File: src/rtl/bcd_pkg.sv
// Shared types and constants for the sequential binary-to-BCD converter.
package bcd_pkg;

    // Converter control states: waiting for a request, or running iterations.
    typedef enum logic {
        IDLE  = 1'b0,
        SHIFT = 1'b1
    } state_t;

    // Width of one packed decimal digit.
    localparam int BCD_DIGIT_W = 4;

    // A digit at or above this value would overflow past 9 when doubled,
    // so it is pre-corrected before the shift.
    localparam logic [BCD_DIGIT_W-1:0] ADJ_THRESH = 4'd5;

    // Correction added to a digit that meets the threshold.
    localparam logic [BCD_DIGIT_W-1:0] ADJ_ADD = 4'd3;

endpackage

File: src/rtl/bcd_digit_adj.sv
// Single-digit add-3 correction used by the shift-and-add-3 converter.
module bcd_digit_adj
    import bcd_pkg::*;
(
    input  logic [BCD_DIGIT_W-1:0] digit_i,
    output logic [BCD_DIGIT_W-1:0] digit_o
);

    // Add 3 to a digit of 5 or more so the following left shift carries
    // correctly into the next decimal digit; the 4-bit add drops any carry.
    always_comb begin
        digit_o = digit_i;
        if (digit_i >= ADJ_THRESH) begin
            digit_o = digit_i + ADJ_ADD;
        end
    end

endmodule

File: src/rtl/bin_to_bcd_seq.sv
// Sequential binary-to-BCD converter: one adjust-and-shift iteration per
// clock, start/busy/done handshake, registered packed-BCD result.
module bin_to_bcd_seq
    import bcd_pkg::*;
#(
    parameter int W      = 8,
    parameter int DIGITS = 3
) (
    input  logic                          clk,
    input  logic                          reset,
    input  logic                          start,
    input  logic [W-1:0]                  bin_in,
    output logic                          busy,
    output logic                          done,
    output logic [BCD_DIGIT_W*DIGITS-1:0] bcd_out
);

    localparam int BCD_W = BCD_DIGIT_W * DIGITS;
    localparam int CNT_W = $clog2(W);
    localparam logic [CNT_W-1:0] LAST_ITER = CNT_W'(W - 1);

    state_t             state_q,    state_d;
    logic [W-1:0]       shiftReg_q, shiftReg_d;
    logic [BCD_W-1:0]   workBcd_q,  workBcd_d;
    logic [CNT_W-1:0]   iterCnt_q,  iterCnt_d;
    logic [BCD_W-1:0]   bcdOut_q,   bcdOut_d;
    logic               done_q,     done_d;

    logic [BCD_W-1:0]   adjBcd;
    logic [BCD_W+W-1:0] shiftedAll;
    logic [BCD_W-1:0]   shiftedBcd;
    logic [W-1:0]       shiftedBin;

    // One add-3 corrector per working digit.
    genvar g;
    generate
        for (g = 0; g < DIGITS; g++) begin : gen_adj
            bcd_digit_adj u_adj (
                .digit_i (workBcd_q[g*BCD_DIGIT_W +: BCD_DIGIT_W]),
                .digit_o (adjBcd[g*BCD_DIGIT_W +: BCD_DIGIT_W])
            );
        end
    endgenerate

    // Shift the corrected digits and the remaining binary bits left as one
    // word, so the binary MSB moves into the units digit LSB.
    always_comb begin
        shiftedAll = {adjBcd, shiftReg_q} << 1;
        shiftedBcd = shiftedAll[BCD_W+W-1:W];
        shiftedBin = shiftedAll[W-1:0];
    end

    // Next-state logic: load on an accepted request, iterate W times, then
    // publish the result with a one-cycle done pulse. The counter holds on
    // the final iteration instead of incrementing so it never wraps.
    always_comb begin
        state_d    = state_q;
        shiftReg_d = shiftReg_q;
        workBcd_d  = workBcd_q;
        iterCnt_d  = iterCnt_q;
        bcdOut_d   = bcdOut_q;
        done_d     = 1'b0;
        case (state_q)
            IDLE: begin
                if (start) begin
                    shiftReg_d = bin_in;
                    workBcd_d  = '0;
                    iterCnt_d  = '0;
                    state_d    = SHIFT;
                end
            end
            SHIFT: begin
                shiftReg_d = shiftedBin;
                workBcd_d  = shiftedBcd;
                if (iterCnt_q == LAST_ITER) begin
                    bcdOut_d = shiftedBcd;
                    done_d   = 1'b1;
                    state_d  = IDLE;
                end else begin
                    iterCnt_d = iterCnt_q + 1'b1;
                end
            end
            default: begin
                state_d = IDLE;
            end
        endcase
    end

    // State and datapath registers; reset abandons any conversion in flight
    // and clears the published result as well.
    always_ff @(posedge clk) begin
        if (reset) begin
            state_q    <= IDLE;
            shiftReg_q <= '0;
            workBcd_q  <= '0;
            iterCnt_q  <= '0;
            bcdOut_q   <= '0;
            done_q     <= 1'b0;
        end else begin
            state_q    <= state_d;
            shiftReg_q <= shiftReg_d;
            workBcd_q  <= workBcd_d;
            iterCnt_q  <= iterCnt_d;
            bcdOut_q   <= bcdOut_d;
            done_q     <= done_d;
        end
    end

    assign busy    = (state_q == SHIFT);
    assign done    = done_q;
    assign bcd_out = bcdOut_q;

endmodule

File: config.mk
export PLATFORM = sky130hd
export DESIGN_NAME = bin_to_bcd_seq
export DESIGN_NICKNAME = d
export VERILOG_FILES = /design/src/rtl/bcd_pkg.sv /design/src/rtl/bcd_digit_adj.sv /design/src/rtl/bin_to_bcd_seq.sv
export SDC_FILE = /design/constraint.sdc
export NUM_CORES = 1
export LEC_CHECK = 0
export CAP_MARGIN = 20
export CORE_ASPECT_RATIO = 1.4
export CORE_MARGIN = 5
export CORE_UTILIZATION = 25
export CTS_CLUSTER_SIZE = 20
export DETAILED_ROUTE_END_ITERATION = 6
export PLACE_DENSITY = 0.54
export SETUP_SLACK_MARGIN = 0.4
export SLEW_MARGIN = 25
export SYNTH_ARGS = -nofsm -noshare
export SYNTH_HDL_FRONTEND = slang
export SYNTH_SLANG_ARGS = --single-unit
File: constraint.sdc
create_clock -name clk -period 1.6 [get_ports clk]
set_clock_uncertainty 0.2 [all_clocks]
set_input_delay 0.16 -clock clk [delete_from_list [all_inputs] [get_ports clk]]
set_output_delay 0.16 -clock clk [all_outputs]
set_load 0.05 [all_outputs]
==> results.md <==
- Worst Path Buf+Inv: 1
- Crit. path cell count: 6
- GRT Overall Usage: 10.05%
- Fin area: 3119 µm²
- Int Pwr: 1424 µW
- Leak: 0.001155 µW
- Sequential element share of the synthesized area: 41.54%
- Initial core utilization: 25.54%
- CTS root buf: clkbuf_8
- Setup ws final: 0.01841 ns
- Sink Count: 37
- Mapped cell area: 1783 µm²
- Main combinational cell family by area after synthesis: simple AND/OR/NAND/NOR gates
- Critical Path RT: 1.63 ns
- Final Cycle Share: 98.85%
- Final GP Congestion: 0.7075
- Vias per Instance: 4.470
- # Max-Cap Violations: 0
- Reg power frac: 49.5%
- CTS tree: done
- Top_reg_cell synth: dfxtp_1
- Cells after Synth: 194
- Count of cell types in the netlist: 33
- Setup TNS: 0 ns
- Sw Ratio: 25.47%
- Fraction of the mapped netlist area in adder cells: 5.614%
- Total Nets Final: 272
- TritonRoute pass-1 iters: 4
- Worst relative slew slack: 70.78%
- Most common cell after layout, fill and taps aside: buf_4
- Reg2reg setup slack: 0.02 ns
- Syn nets: 213
- Final Util: 44.68%
- Clock transition at the registers of the reported paths: 0.08 ns
- Most frequent cells in the layout: buf_4 (24), nor2_1 (20), buf_12 (18)
- Core area: 6982 µm²
- # setup viols final: 0
- Fin. Hold Viols: 0
- Initial antenna violation count: 0
- Share of layout cells above drive strength 1: 58.27%
- Hold_buf cts: 0
- Psw: 486.7 µW
- Critical-path cell list: inv_4 -> ha_4 -> nand2b_4 -> a21oi_4 -> mux2_4 -> o21ai_1
- Largest area contributor in the netlist: dfxtp_1
- CTS buffer count: 5
- IO buf count: 24
- Area Overhead vs Synth: 74.95%
- DR WL/cell: 12.15 µm
- Comb pwr share: 13.4%
- Crit path launch type: flip-flop
- Number of global-route vias before repair: 1477
- Mux cell area share after synthesis: 8.140%
- Slew @ Worst Pin: 0.4367 ns
- Routed wire length: 4240 µm
- Compound-Gate Fraction of Synth Area: 17.05%
- Drt drc: 0
- Clock tree buffer depth: 2
- Chip width: 81.38 µm
- Initial DRC Count: 72
- Simple-gate share of the synthesized area: 21.68%
- Clock power share: 37.1%
- Outcome: complete, no violations
- Largest net degree at the start of global routing: 14
- Die height: 109.9 µm
- First-pass GRT wire length: 6858 µm
- FMAX: 0.6323 GHz
- Worst-path maximum fanout: 4
- Dpl ws: -0.03680 ns
- Hold Path Stages: 4
- Top Ports: 25
- Setup CP Type: reg2reg
- Ys async rst share: 0%
- CP max-delay cell: dfxtp_2
- Clock Latency Late Sink: 0.30 ns
- PD cells: 612.7 nW/µm²
- Row Count: 36
- Syn Area/Cell: 9.191 µm²
- Yosys warns: 0
- CTS H-Tree Depth: 2
- Post-synth EDFFs: 0
- Min Hold Slack: 0.2574 ns
- DIE AREA: 8945 µm²
- CP endpoint kind: flip-flop
- Post-synthesis xor/xnor area fraction: 0.9825%
- Unrepaired setup endpoints after global routing: yes
- Worst r2r path cells: 6
- Vias: 1560
- HP Class: in2reg
- Detail Placement HPWL: 2931 µm
- Largest delay share family, worst path: flip-flops
- Slowest stage delay, CP: 0.34 ns
- Max Slew Vio Count: 0
- Ranking of synthesized cells by area: dfxtp_1 (42%), nor2_1 (6.3%), ha_1 (5.6%)
- Minimum clock period: 1.582 ns
- CP arrival: 1.61 ns
- Grt total ovfl: 0
- FF+latch count, synth: 37
- # diodes: 0
- Peak supply drop: 0.0004456 V
- Area fraction of the dominant cell type after synthesis: 41.54%
- Placement Cell Area: 2542 µm²
- ANT nets after route: 0
[metal layers]
metal  GRT usage (%)  vias to the layer above  share of wire (%)
met2           17.54                       18                 53
li1                -                      796                  -
met5               0                        -                  0
met3           3.197                        5                3.6
met1           11.11                      741                 42
met4           3.986                        0                1.5
[logic make-up (layout without fill, tap and decap cells)]
kind of cell / count (synthesis) / in the layout
simple gates: 73 / 73
xor+xnor: 2 / 2
mux: 13 / 13
flops: 37 / 37
fa+ha+maj: 8 / 8
buf+inv: 17 / 77
compound gates: 44 / 44
[final timing paths]
path,end,start
setup / recovery,bcd_out[10],workBcd_q[9]
hold reg to reg,bcd_out[0],bcd_out[0]
setup reg to reg,bcd_out[10],workBcd_q[9]
hold / removal,workBcd_q[9],start
[repair_timing]
action	4_1_cts	5_1_grt
endpoints found under the setup margin	44	43
gates resized for setup	32	42
pin swaps	13	16
endpoints found under the hold margin	0	0
cloned	1	1
setup buffers	19	3
[synth_stat cells, types with 2 or more instances]
master and count:
nor3b_1 5, a311oi_1 3, nor3b_2 2, mux2i_1 10, a22oi_1 2, nand3b_1 12
mux2_4 3, nand3_1 3, clkbuf_1 2, a21oi_1 14, nor2_1 30, ha_1 8
nand2_1 9, nand2b_1 5, xnor2_1 2, buf_2 5, inv_1 7, nor3_1 3
a211oi_2 2, dfxtp_1 37, o21ai_0 5, o21ai_2 7, a21oi_2 2, buf_6 2
o21ai_1 6
[layout make-up]
class / count / area (µm²)
fill: 646 / 3862
multi-input combinational: 140 / 1292
timing repair buffer: 62 / 788.3
sequential: 37 / 782.0
tap: 95 / 118.9
clock buffer: 6 / 82.58
inverter: 7 / 41.29
clock inverter: 2 / 13.76
[power groups by stage]
stage	registers (µW)	logic (µW)	clock network (µW)
after floorplan	973	107	0
after global placement	976	171	0
after detailed placement	976	173	0
after CTS	947	213	732
after global routing	948	276	772
final	946	256	709
[stage by stage]
step | instances | power [µW]
2_1_floorplan | 194 | 1080
3_3_place_gp | 317 | 1147
3_5_place_dp | 317 | 1148
4_1_cts | 345 | 1893
5_1_grt | 349 | 1996
6_report | 349 | 1911
[registers in the layout, summed over array words and instances, names as in the netlist]
signal      count
iterCnt_q       3
shiftReg_q      8
workBcd_q      12
bcd_out        12
done            1
busy            1
[worst reg2reg max path, cell delays in order (launching register included)]
cell and delay [ns]:
dfxtp_2 0.34, inv_4 0.06, ha_4 0.14, nand2b_4 0.14
a21oi_4 0.19, mux2_4 0.33, o21ai_1 0.11
Note: power is estimated with default switching activity, not from simulation.
